## config.mk

```make
export PLATFORM = sky130hd
export DESIGN_NAME = alu_control_unit
export DESIGN_NICKNAME = d
export VERILOG_FILES = /design/src/rtl/alu_ctrl_pkg.sv /design/src/rtl/alu_funct_decode.sv /design/src/rtl/alu_control_unit.sv
export SDC_FILE = /design/constraint.sdc
export NUM_CORES = 1
export LEC_CHECK = 0
export ABC_AREA = 1
export CAP_MARGIN = 30
export CORE_AREA = 2 2 39 41
export CTS_BUF_LIST = sky130_fd_sc_hd__clkbuf_2
export DETAILED_ROUTE_END_ITERATION = 7
export DIE_AREA = 0 0 41 43
export GPL_TIMING_DRIVEN = 0
export PLACE_DENSITY_LB_ADDON = 0.1
export SLEW_MARGIN = 10
export SYNTH_ARGS = -nofsm -noshare
export SYNTH_HDL_FRONTEND = slang
export SYNTH_SLANG_ARGS = --single-unit
```

## constraint.sdc

```tcl
create_clock -name clk -period 1.7 [get_ports clk]
set_clock_uncertainty 0.2 [all_clocks]
set_input_delay 0.34 -clock clk [delete_from_list [all_inputs] [get_ports clk]]
set_output_delay 0.34 -clock clk [all_outputs]
set_load 0.05 [all_outputs]
```

## src/rtl/alu_ctrl_pkg.sv

```systemverilog
`default_nettype none
// ============================================================================
// Module   : alu_ctrl_pkg
// Purpose  : Shared encodings for the ALU control decoder.
//            - ALU_*   : 3-bit ALU operation select codes
//            - ALUOP_* : 2-bit operation class from the main control unit
//            - FUNCT_* : supported R-type funct field codes
// Revision : 1.0  initial release
// ============================================================================
package alu_ctrl_pkg;

    localparam logic [2:0] ALU_AND  = 3'b000;
    localparam logic [2:0] ALU_OR   = 3'b001;
    localparam logic [2:0] ALU_ADD  = 3'b010;
    localparam logic [2:0] ALU_SLT  = 3'b011;
    localparam logic [2:0] ALU_ADDU = 3'b100;
    localparam logic [2:0] ALU_SLL  = 3'b101;
    localparam logic [2:0] ALU_SUB  = 3'b110;
    localparam logic [2:0] ALU_SLTU = 3'b111;

    localparam logic [1:0] ALUOP_MEM   = 2'b00;
    localparam logic [1:0] ALUOP_BR    = 2'b01;
    localparam logic [1:0] ALUOP_RTYPE = 2'b10;
    localparam logic [1:0] ALUOP_RSVD  = 2'b11;

    localparam logic [5:0] FUNCT_ADD  = 6'b100000;
    localparam logic [5:0] FUNCT_ADDU = 6'b100001;
    localparam logic [5:0] FUNCT_SUB  = 6'b100010;
    localparam logic [5:0] FUNCT_SUBU = 6'b100011;
    localparam logic [5:0] FUNCT_AND  = 6'b100100;
    localparam logic [5:0] FUNCT_OR   = 6'b100101;
    localparam logic [5:0] FUNCT_SLL  = 6'b000000;
    localparam logic [5:0] FUNCT_SLT  = 6'b101010;
    localparam logic [5:0] FUNCT_SLTU = 6'b101011;

endpackage : alu_ctrl_pkg
`default_nettype wire

```

## src/rtl/alu_funct_decode.sv

```systemverilog
`default_nettype none
// ============================================================================
// Module   : alu_funct_decode
// Purpose  : Combinational R-type funct decoder.
// Ports    : i_funct   [5:0] in  - instruction funct field
//            o_sel     [2:0] out - ALU operation select
//            o_illegal       out - funct code is not supported
// Revision : 1.0  initial release
// ============================================================================
module alu_funct_decode
    import alu_ctrl_pkg::*;
(
    input  logic [5:0] i_funct,
    output logic [2:0] o_sel,
    output logic       o_illegal
);

    always_comb begin
        o_sel     = ALU_ADD;
        o_illegal = 1'b0;
        case (i_funct)
            FUNCT_ADD:  o_sel = ALU_ADD;
            FUNCT_ADDU: o_sel = ALU_ADDU;
            FUNCT_SUB:  o_sel = ALU_SUB;
            FUNCT_SUBU: o_sel = ALU_SUB;   // unsigned subtract shares the subtractor
            FUNCT_AND:  o_sel = ALU_AND;
            FUNCT_OR:   o_sel = ALU_OR;
            FUNCT_SLL:  o_sel = ALU_SLL;
            FUNCT_SLT:  o_sel = ALU_SLT;
            FUNCT_SLTU: o_sel = ALU_SLTU;
            default: begin
                // Unsupported funct falls back to add and raises the flag
                o_sel     = ALU_ADD;
                o_illegal = 1'b1;
            end
        endcase
    end

endmodule : alu_funct_decode
`default_nettype wire

```

## src/rtl/alu_control_unit.sv

```systemverilog
`default_nettype none
// ============================================================================
// Module   : alu_control_unit
// Purpose  : Registered ALU control decoder for the ID/EX path. Combines the
//            alu_op class with the R-type funct field and registers the
//            resulting ALU select one clock after the inputs are presented.
// Ports    : clk          in  - rising-edge clock
//            reset        in  - asynchronous active-high reset
//            inst   [5:0] in  - instruction funct field
//            alu_op [1:0] in  - operation class from main control
//            sel    [2:0] out - registered ALU operation select
//            illegal      out - registered unsupported-combination flag
// Revision : 1.0  initial release
// ============================================================================
module alu_control_unit
    import alu_ctrl_pkg::*;
(
    input  logic       clk,
    input  logic       reset,
    input  logic [5:0] inst,
    input  logic [1:0] alu_op,
    output logic [2:0] sel,
    output logic       illegal
);

    logic [2:0] w_funct_sel;
    logic       w_funct_illegal;
    logic [2:0] w_next_sel;
    logic       w_next_illegal;
    logic [2:0] r_sel;
    logic       r_illegal;

    alu_funct_decode u_funct_decode (
        .i_funct   (inst),
        .o_sel     (w_funct_sel),
        .o_illegal (w_funct_illegal)
    );

    // Class mux: only R-type consults the funct decoder
    always_comb begin
        w_next_sel     = ALU_ADD;
        w_next_illegal = 1'b0;
        case (alu_op)
            ALUOP_MEM:   w_next_sel = ALU_ADD;
            ALUOP_BR:    w_next_sel = ALU_SUB;
            ALUOP_RTYPE: begin
                w_next_sel     = w_funct_sel;
                w_next_illegal = w_funct_illegal;
            end
            ALUOP_RSVD: begin
                w_next_sel     = ALU_ADD;
                w_next_illegal = 1'b1;
            end
            default: begin
                w_next_sel     = ALU_ADD;
                w_next_illegal = 1'b1;
            end
        endcase
    end

    // Output register loads every cycle; no enable
    always_ff @(posedge clk or posedge reset) begin
        if (reset) begin
            r_sel     <= ALU_ADD;
            r_illegal <= 1'b0;
        end else begin
            r_sel     <= w_next_sel;
            r_illegal <= w_next_illegal;
        end
    end

    assign sel     = r_sel;
    assign illegal = r_illegal;

endmodule : alu_control_unit
`default_nettype wire

```

==> flow_metrics.tcl, run 1 <==
set metrics [dict create \
    outcome "complete, no violations" \
    core_area_um2 1380 \
    finalSetupViolations 0 \
    cp-end-kind "output port" \
    nets 81 \
    wl_per_cell_um 7.60 \
    grt_pass1_wl_um 1040 \
    synth_area_per_cell_um2 6.56 \
    htree_levels 1 \
    max_cap_violations 0 \
    drive_above_1_share_pct 16.4 \
    dr_total_vias 340 \
    dieWidth_um 41 \
    cts_resized 6 \
    drv_slew 0 \
    drc 0 \
    cts_setup_buffers 0 \
    antennaDiodeCount 0 \
    antenna_found_initial 0 \
    avgViaCountPerCell 4.10 \
    period_share_pct 94.4 \
    cp_max_fo 1 \
    netlist_area_um2 328 \
    grt_pass1_vias 299 \
    io_pins 14 \
    clock.fmax_ghz 0.623 \
    p_per_area_nw_per_um2 617 \
    max_stage_delay_ns 0.51 \
    ys_top_cells_by_area "dfrtp_1 23%, nand2_1 15%, ha_1 11%, inv_1 10%, nand3_1 9.2%" \
    yosys_register_bits 4 \
    final_cell_mix "13 x nand2_1, 9 x inv_1, 9 x clkdlybuf4s50_1" \
    dieArea_um2 1760 \
    cpMaxStageDelayCell "dfstp_2" \
    grt_max_degree 6 \
    leakagePower_nw 0.275 \
    tightest_slew_ns 0.483 \
    antenna_left 0 \
    floorplan.initialDensity_pct 23.7 \
    syn2layout_area_growth_pct 51.1 \
    dp_hpwl_um 569 \
    path_buf_inv 1 \
    crit_family "flip-flops" \
    cp.arrival_ns 1.06 \
    ys_warn_count 0 \
    drtPass1Iterations 4 \
    final_common_cell "nand2_1" \
    vdd_drop_max_uv 125 \
    rows 14 \
    yosysTopAreaCellShare_pct 22.9 \
    hold_class "input port to async pin" \
    cts.sinks 4 \
    synthCells 50 \
    clkSlewWorstSetupHoldPaths_ns 0.05 \
    rsz0062_at_grt "no" \
    grt_overflow 0 \
    finalCriticalPeriod_ns 1.60 \
    cts_tree "yes" \
    cts_root_buf "clkbuf_2" \
    max_slew_margin_pct 67.9 \
    synth_nets 63 \
    design_area_um2 495 \
    fin_total_pwr_w 0.000306 \
    cts-buffers-inserted 3 \
    hold_slack_ns 0.117 \
    hold_viol 0 \
    crit_type "register to output port" \
    required_ns 1.16 \
    portBuffers 13 \
    yosys.cell_types.count 15 \
    worstPathCellList "clkdlybuf4s15_2" \
    die_y_um 43 \
    drtIter0Drc 9 \
    cts_buffer_depth 2 \
    hold_buffers 0 \
    wl_um 631 \
    grt_usage_pct 9.50 \
    placed_cell_area_um2 478 \
    synth_top_area_cell "dfrtp_1" \
    gp_congestion 0.679 \
    crit_path_start_kind "register" \
    synth_seq_area_share_pct 30.9 \
]
## worst paths after layout
path	startpoint	to	slack [ns]	cells after the start
worst max-delay path	sel[1]	sel[1]	0.1	1
max in group asynchronous	reset	sel[1]	0.95	2
worst min-delay path	reset	sel[0]	0.12	2
min in group clk	inst[1]	sel[1]	0.66	5
## per-stage QoR
step	utilization [%]	cells	setup WS [ns]	setup TNS, ns
detailed placement	34.5	79	-0.121	-0.161
CTS	35.8	83	0.0799	0
floorplan	-	50	0.504	0
global route	35.8	83	0.0338	0
global placement	34.5	79	-0.119	-0.184
finish	35.8	83	0.0958	0
## layout make-up
type | count | area [um^2]
Sequential cell | 4 | 101
Clock buffer | 4 | 20.0
Multi-Input combinational cell | 35 | 185
Timing Repair Buffer | 13 | 128
Inverter | 11 | 41.3
Tap cell | 16 | 20.0
Fill cell | 170 | 888
## where the power goes
group / leakage (nW) / switching (W) / internal (W)
registers: 0.0488 / 0.00000143 / 0.000104
clock network: 0.0166 / 0.0000395 / 0.0000621
logic: 0.210 / 0.0000589 / 0.0000393
## synth_stat cells (all sizes together)
master	number
o21ai	2
nor2	8
nand3	6
dfstp	1
nand2	14
o21bai	1
dfrtp	3
inv	11
nor3	1
ha	3
## flip-flops by register name, summed over array words and instances (netlist names)
name	flops
sel	3
illegal	1
## cells by family after synthesis
| family | share of synthesized area (%) |
|---|---|
| AO/OA/AOI/OAI | 5.34 |
| adder cells (fa/ha/maj) | 11.5 |
| buffers and inverters | 12.6 |
| flip-flops | 30.9 |
| AND/OR/NAND/NOR | 39.7 |
## layer usage
| metal | wire length, um | global-route usage, % | vias up |
|---|---|---|---|
| met5 | 0 | 0 | - |
| met4 | 27 | 10.0 | 0 |
| met3 | 48 | 3.14 | 4 |
| met2 | 315 | 14.7 | 13 |
| met1 | 241 | 8.57 | 137 |
| li1 | - | - | 186 |
Note: power is estimated with default switching activity, not from simulation.
==> run 2: changes to the inputs <==
HOLD_SLACK_MARGIN = 0.08   (was unset)
==> results of run 2 <==
Same layout as run 1: the final DEF is identical, and so are final timing and power.
==> run 3: changes to the inputs <==
GPL_TIMING_DRIVEN = unset   (was 0)
clock period = 1.5 ns   (was 1.7 ns; I/O delays follow)
==> run 3 against run 2 <==
Global-route usage is 1.2 points higher; flip-flop and latch count stayed put; first-iteration DRC count fell by 89%; critical path type is now input port to register; highest routed layer is now met3.
==> flow_metrics.tcl, run 3 (synthesis results as in run 1) <==
set metrics [dict create \
    clkSlewWorstSetupHoldPaths_ns 0.04 \
    clock.fmax_ghz 0.707 \
    dp_hpwl_um 603 \
    final_cell_mix "13 x nand2_1, 9 x inv_1, 6 x nand3_1, 6 x buf_4, 5 x dlymetal6s2s_1" \
    final_cells 90 \
    htree_levels 1 \
    combPwrFrac_pct 38.1 \
    die_y_um 43 \
    fin_total_pwr_w 0.000387 \
    syn2layout_area_growth_pct 87.0 \
    rows 14 \
    hold_class "input port to register" \
    period_share_pct 94.3 \
    drv_slew 0 \
    floorplan.initialDensity_pct 23.7 \
    hold_viol 0 \
    max_slew_margin_pct 88.5 \
    cp.arrival_ns 1.34 \
    cts_tree "yes" \
    grt_pass1_vias 355 \
    antennaDiodeCount 0 \
    hold_slack_ns 0.308 \
    min_to "sel[1]" \
    finalCriticalPeriod_ns 1.41 \
    cp_max_fo 3 \
    portBuffers 13 \
    finalSetupViolations 0 \
    crit_path_start_kind "input port" \
    grt_usage_pct 10.7 \
    use_met1_pct 10.2 \
    drc 0 \
    utilization_pct 44.3 \
    antenna_left 0 \
    drtPass1Iterations 2 \
    grt_overflow 0 \
    nets 88 \
    pwr-share-seq_pct 32.4 \
    rsz0062_at_grt "no" \
    antenna_found_initial 0 \
    cts.sinks 4 \
    largest_register_ffs 3 \
    outcome "complete, no violations" \
    wl_um 662 \
    place_inst 85 \
    vdd_drop_max_uv 207 \
    dieArea_um2 1760 \
    grtUsageMet3_pct 1.57 \
    clkPwrFrac_pct 29.5 \
    cts_buffer_depth 2 \
    grt_pass1_wl_um 1260 \
    gp_congestion 0.742 \
    drtIter0Drc 1 \
    grt_max_degree 6 \
    min_from "inst[1]" \
    p_per_area_nw_per_um2 632 \
    tightest_slew_ns 0.172 \
    fillers 148 \
    wl_per_cell_um 7.36 \
    dieWidth_um 41 \
    cp-end-kind "register" \
    final_common_cell "nand2_1" \
    gr-usage-met2_pct 17.8 \
    avgViaCountPerCell 4.06 \
    leakagePower_nw 0.366 \
    p_int_w 0.000266 \
    dr_total_vias 365 \
    top_usage_layer "met2" \
    required_ns 1.43 \
    core_area_um2 1380 \
    min_path_cells 5 \
    io_pins 14 \
    max_cap_violations 0 \
    switchingPower_w 0.000121 \
    drive_above_1_share_pct 31.1 \
    crit_type "input port to register" \
    cts_root_buf "clkbuf_2" \
    cts-buffers-inserted 3 \
    p_sw_share_pct 31.3 \
]
## run 3: cell types whose count changed in the layout (fill, tap and decap cells not counted), sizes merged
cell	delta
dlygate4sd2	-3
dlymetal6s2s	+5
clkdlybuf4s50	-5
buf	+10
clkdlybuf4s15	-1
dlygate4sd3	+1
## run 3: area by class of cell
class / count / area (um^2) / share of cell area [%]
inverter: 11 / 41.3 / 6.73
tap: 16 / 20.0 / 3.27
timing repair buffer: 20 / 238 / 38.8
clock buffer: 4 / 20.0 / 3.27
sequential: 4 / 101 / 16.5
multi-input combinational: 35 / 193 / 31.4
## run 3: worst max path at each step
stage,startpoint,slack (ns),endpoint,cells past startpoint
global route,inst[0],0.01,sel[1],9
CTS,inst[1],0.02,sel[0],8
floorplan,sel[1],0.34,sel[1],0
global placement,inst[1],-0.22,sel[0],8
finish,inst[0],0.09,sel[1],9
detailed placement,inst[1],-0.22,sel[0],8
## run 3: critical path, cell delays in order
cell	delay (ns)
clkdlybuf4s50_1	0.44
nor2_1	0.15
nand3_1	0.11
nand2_1	0.10
inv_2	0.04
nand2_2	0.05
nand2_1	0.05
nand2_1	0.05
nand2_1	0.05
## run 3: repair_timing
action                     CTS  global route
setup endpoints to repair    0             3
buffers inserted             0             0
hold buffers                 1             0
gates resized for setup      0             9
hold endpoints to repair     3             0
## run 3: routing by layer
metal  up-vias  routed length [um]
met2        11                 372
li1        199                   -
met3         0                  44
met1       155                 245
met4         0                   0
met5         -                   0
## run 3: power groups by stage
| stage | combinational, W | sequential [W] | clock, W |
|---|---|---|---|
| CTS | 0.000149 | 0.000126 | 0.000124 |
| finish | 0.000148 | 0.000125 | 0.000114 |
| floorplan | 0.0000339 | 0.000153 | 0 |
| global placement | 0.000147 | 0.000127 | 0 |
| detailed placement | 0.000147 | 0.000127 | 0 |
| global route | 0.000161 | 0.000126 | 0.000127 |
## run 3: through the flow
stage               cell area [um^2]  worst slack [ns]  TNS, ns
floorplan                        328             0.344        0
CTS                              593            0.0211        0
global placement                 563            -0.222   -0.716
global route                     613           0.00997        0
finish                           613            0.0860        0
detailed placement               563            -0.220   -0.721
